**src/rtl/ternary_fold_seq.sv**
```systemverilog
// ternary_fold_seq: sequential element-wise folder for packed ternary words.
// A packet of words is combined trit-by-trit with min / max / consensus /
// load. The result is offered downstream with a valid/ready handshake.
// Trit encoding: 00=0, 01=1, 10=2, 11=invalid (sanitised to 01 and flagged).
// Optional feature macro: TFOLD_COUNT_EN adds out_count, a saturating count
// of the words folded into the current packet.

// Per-trit lane: sanitise the incoming trit and combine it with the accumulator.
module ternary_fold_trit (
  input  logic [1:0] i_op,
  input  logic [1:0] i_acc,
  input  logic [1:0] i_in,
  output logic [1:0] o_res,
  output logic       o_inv
);
  logic [1:0] w_san;

  assign o_inv = (i_in == 2'b11);
  assign w_san = o_inv ? 2'b01 : i_in;

  // The accumulator never holds 11, so plain unsigned compares order the trits.
  always_comb begin
    o_res = w_san;
    unique case (i_op)
      2'b00:   o_res = (i_acc < w_san) ? i_acc : w_san;
      2'b01:   o_res = (i_acc > w_san) ? i_acc : w_san;
      2'b10:   o_res = (i_acc == w_san) ? i_acc : 2'b01;
      default: o_res = w_san;
    endcase
  end
endmodule

module ternary_fold_seq #(
  parameter int N_TRITS = 4,
  parameter int CNT_W   = 8
) (
  input  logic                   clk,
  input  logic                   rst,
  input  logic [1:0]             op,
  input  logic                   in_valid,
  output logic                   in_ready,
  input  logic [2*N_TRITS-1:0]   in_word,
  input  logic                   in_last,
  output logic                   out_valid,
  input  logic                   out_ready,
  output logic [2*N_TRITS-1:0]   out_word,
  output logic                   out_err
`ifdef TFOLD_COUNT_EN
  ,
  output logic [CNT_W-1:0]       out_count
`endif
);
  localparam int W = 2 * N_TRITS;
  localparam logic [1:0] OP_LOAD = 2'b11;

  typedef enum logic [1:0] {
    S_IDLE = 2'b00,
    S_ACC  = 2'b01,
    S_HOLD = 2'b10
  } state_t;

  state_t         r_state;
  logic [W-1:0]   r_acc;
  logic [1:0]     r_op;
  logic           r_err;

  logic           w_hs;
  logic [1:0]     w_fold_op;
  logic [W-1:0]   w_fold;
  logic [N_TRITS-1:0] w_inv;
  logic           w_any_inv;

  assign in_ready  = !rst && (r_state != S_HOLD);
  assign w_hs      = in_valid && in_ready;
  assign out_valid = (r_state == S_HOLD);
  assign out_word  = r_acc;
  assign out_err   = r_err;

  // The first word of a packet simply loads (sanitised); later words fold with op_r.
  assign w_fold_op = (r_state == S_IDLE) ? OP_LOAD : r_op;
  assign w_any_inv = |w_inv;

  genvar gi;
  generate
    for (gi = 0; gi < N_TRITS; gi++) begin : g_trit
      ternary_fold_trit u_trit (
        .i_op  (w_fold_op),
        .i_acc (r_acc[2*gi +: 2]),
        .i_in  (in_word[2*gi +: 2]),
        .o_res (w_fold[2*gi +: 2]),
        .o_inv (w_inv[gi])
      );
    end
  endgenerate

  // Packet FSM: capture/fold words in IDLE/ACC, present the result in HOLD.
  always_ff @(posedge clk or posedge rst) begin
    if (rst) begin
      r_state <= S_IDLE;
      r_acc   <= '0;
      r_op    <= 2'b00;
      r_err   <= 1'b0;
    end else begin
      unique case (r_state)
        S_IDLE: begin
          if (w_hs) begin
            r_acc   <= w_fold;
            r_op    <= op;
            r_err   <= w_any_inv;
            r_state <= in_last ? S_HOLD : S_ACC;
          end
        end
        S_ACC: begin
          if (w_hs) begin
            r_acc <= w_fold;
            r_err <= r_err | w_any_inv;
            if (in_last) r_state <= S_HOLD;
          end
        end
        S_HOLD: begin
          if (out_ready) r_state <= S_IDLE;
        end
        default: r_state <= S_IDLE;
      endcase
    end
  end

`ifdef TFOLD_COUNT_EN
  logic [CNT_W-1:0] r_cnt;

  assign out_count = r_cnt;

  // Word counter: 1 on the first word, saturating increment after, clear on transfer.
  always_ff @(posedge clk or posedge rst) begin
    if (rst) begin
      r_cnt <= '0;
    end else begin
      unique case (r_state)
        S_IDLE: if (w_hs) r_cnt <= CNT_W'(1);
        S_ACC:  if (w_hs && (r_cnt != {CNT_W{1'b1}})) r_cnt <= r_cnt + CNT_W'(1);
        S_HOLD: if (out_ready) r_cnt <= '0;
        default: r_cnt <= '0;
      endcase
    end
  end
`endif

endmodule
```
**config.mk**
```make
export PLATFORM = sky130hd
export DESIGN_NAME = ternary_fold_seq
export DESIGN_NICKNAME = d
export VERILOG_FILES = /design/src/rtl/ternary_fold_seq.sv
export SDC_FILE = /design/constraint.sdc
export NUM_CORES = 1
export LEC_CHECK = 0
export BUFFER_PORTS_ARGS = -buffer_cell sky130_fd_sc_hd__buf_2
export CAP_MARGIN = 20
export CELL_PAD_IN_SITES_DETAIL_PLACEMENT = 1
export CELL_PAD_IN_SITES_GLOBAL_PLACEMENT = 1
export CORE_UTILIZATION = 33
export DETAILED_ROUTE_END_ITERATION = 12
export GPL_TIMING_DRIVEN = 0
export PLACE_DENSITY_LB_ADDON = 0.1
export SLEW_MARGIN = 20
export SYNTH_ARGS = -nofsm -noshare
export SYNTH_HDL_FRONTEND = slang
export SYNTH_SLANG_ARGS = --single-unit
```
**constraint.sdc**
```tcl
create_clock -name clk -period 1.6 [get_ports clk]
set_input_delay 0.32 -clock clk [delete_from_list [all_inputs] [get_ports clk]]
set_output_delay 0.32 -clock clk [all_outputs]
set_load 0.005 [all_outputs]
```
==> impl_metrics.yaml <==
critical_path:
  startpoint_type: "register"
  worstPathMaxFanout: 3
  end_kind: "register"
  max_stage_delay_ns: 0.42
  worstPathRequired_ns: 1.77
  timing.rr.start: "out_word[3]"
  startpoint: "out_word[3]"
  critical_path.n_buffers_inverters: 0
  cp_top_family: "compound AO/OA/AOI/OAI gates"
  critPathSlowestCell: "dfrtp_1"
  cp_cell_sequence: "ha_4 -> nor2b_2 -> o211a_1 -> o21ai_2 -> nand2_1 -> o22a_1"
  crit_type: "register to register"
  crit_arrival_ns: 1.73
synth:
  synthCells: 98
  ys_seq_area_share_pct: 36.6
  synthDistinctLibCells: 26
  yosysWarnings: 0
  syn_area_um2: 888
  avgSynthCellArea_um2: 9.06
  synth_nets: 121
  ys_seq_elements: 13
timing:
  hold_violations: 0
  finalCritPeriodShare_pct: 97.4
  worst_pin_slew_ns: 0.544
  fmaxAchievable_ghz: 0.642
  slew_violations: 0
  period_minus_slack_ns: 1.56
  rsz0062_at_grt: "true"
  setup_viol: 0
  clock_skew_ns: 0.00280
  relSlewSlack_pct: 63.7
min_path:
  hold_class: "primary input to async pin"
outcome:
  status: "finished, final reports clean"
cts:
  clk_latency_ns: 0.28
  cts_tree: "done"
  cts_buffer_depth: 2
  cts_root_buf: "clkbuf_4"
  cts.reportedPaths.clkPinSlew_ns: 0.09
  clock_sinks: 13
  htreeDepth: 1
  cts_buffers: 3
global_route:
  grt_usage_pct: 19.2
  grt_pass1_vias: 844
  grt_pass1_wl_um: 3820
  grt_max_degree: 14
  gr-total-overflow: 0
  antenna_found_initial: 0
final_layout:
  antenna_cells: 0
  stdcell_area_mm2: 0.00121
  area_growth_pct: 35.8
  drive_gt1_share_pct: 41.7
  nFillCells: 316
  nNetsFinal: 156
  layout.cells.non_filler: 162
power:
  cellPowerDensity_mw_per_mm2: 1200
  vdd_drop_max_uv: 532
  p_leak_nw: 0.611
die:
  die_area_mm2: 0.00290
  row_count: 18
  start_util_pct: 35.5
  coreArea_mm2: 0.00250
  die_y_um: 53.9
  dieWidth_um: 53.9
  boundaryPins: 26
detailed_routing:
  drt_iter0_drc: 3
  wl_per_cell_um: 14.6
  wl_um: 2370
  via_count: 836
  final_antenna_net_count: 0
  dr.pass1.iters: 2
  drc: 0
  viasPerCell: 5.16
place:
  post_dp_cell_area_mm2: 0.00105
  globalplace.congestion: 0.746
  dp.cells: 153
  port-buffer-count: 25
  hpwl_um: 1760
job:
  max-cap-violations: 0
## area by class of cell
class / instances / area (um^2) / area share [%]
Multi-Input combinational cell: 71 / 598 / 49.6
Sequential cell: 13 / 327 / 27.1
Tap cell: 30 / 37.5 / 3.11
Clock buffer: 4 / 26.3 / 2.18
Inverter: 11 / 41.3 / 3.42
Timing Repair Buffer: 30 / 163 / 13.5
Buffer: 3 / 13.8 / 1.14
## cells in the final DEF, fill, tap and decap left out, drive strengths merged
master	count
a211oi	1
a221oi	1
a22o	1
a2bb2oi	1
a31oi	5
and2	3
and2b	1
buf	32
clkbuf	5
dfrtp	13
ha	8
inv	11
mux2	1
nand2	10
nand2b	5
nor2	5
nor2b	5
nor3	4
nor3b	1
o211a	4
o21ai	7
o22a	3
o22ai	3
o2bb2ai	2
## cells in the mapped netlist
library cell   n  area, um^2
a31oi_2        1        12.5
o22ai_1        3        18.8
nor2_1         5        18.8
a221oi_1       1        8.76
clkbuf_1       1        3.75
a31oi_1        4        25.0
o21ai_0        7        35.0
nor2b_2        1        8.76
buf_2          2        10.0
mux2_2         1        11.3
ha_1           8         100
inv_1         11        41.3
o211a_1        4        40.0
nand2_1       10        37.5
nor3b_4        1        18.8
nor3_1         4        20.0
nand2b_1       5        31.3
and2b_2        1        8.76
o22a_1         3        26.3
nor2b_1        4        25.0
and2_1         3        18.8
dfrtp_1       13         325
a211oi_1       1        7.51
o2bb2ai_1      2        17.5
a2bb2oi_1      1        8.76
a22o_1         1        8.76
## routing by layer
metal	share of wire, %	global-route usage, %	vias up
li1	-	-	416
met1	43	21.8	405
met2	54	35.2	13
met3	2.3	3.39	2
met4	0.84	6.58	0
met5	0	0	-
## repair_timing
| item | 4_1_cts | 5_1_grt |
|---|---|---|
| hold buffers | 0 | 0 |
| buffers inserted | 4 | 1 |
| pin swaps | 4 | 3 |
| setup endpoints to repair | 8 | 9 |
| gates resized for setup | 6 | 10 |
## kinds of logic after synthesis
group	synth area share (%)
buf+inv	6.20
simple gates	21.1
mux	1.27
fa+ha+maj	11.3
flops	36.6
compound gates	23.5
## worst reg2reg max path, stage by stage (launching register included)
cell     delay [ns]
dfrtp_1        0.42
ha_4           0.23
nor2b_2        0.15
o211a_1        0.22
o21ai_2        0.13
nand2_1        0.09
o22a_1         0.21
## per-stage QoR
step	utilization (%)	hold WS [ns]	setup WS (ns)	TNS [ns]	power, mW
4_1_cts	46.2	0.127	0.00590	0	1.38
3_5_place_dp	42.0	0.433	-0.294	-1.96	1.07
2_1_floorplan	-	0.197	-0.00522	-0.00522	0.874
3_3_place_gp	42.0	0.410	-0.235	-1.58	1.04
5_1_grt	48.2	0.130	-0.0429	-0.110	1.58
6_report	48.2	0.0959	0.0413	0	1.45
## where the power goes
| group | switching [mW] | leakage [nW] | internal (mW) |
|---|---|---|---|
| sequential | 0.0737 | 0.155 | 0.418 |
| combinational | 0.363 | 0.440 | 0.376 |
| clock | 0.123 | 0.0150 | 0.0966 |
## flip-flops by register name, indices dropped and copies added, names as in the netlist
name      count
out_err       1
r_op          2
r_state       2
out_word      8
## path summary, 6_finish.rpt
kind | cells after the start | slack, ns | to
setup reg to reg | 6 | 0.04 | out_word[2]
max in group asynchronous | 2 | 1.12 | r_state[0]
min in group clk | 2 | 0.23 | r_state[0]
setup / recovery | 6 | 0.04 | out_word[2]
hold reg to reg | 1 | 0.49 | r_state[0]
hold / removal | 2 | 0.1 | r_op[1]
Note: power is estimated with default switching activity, not from simulation.
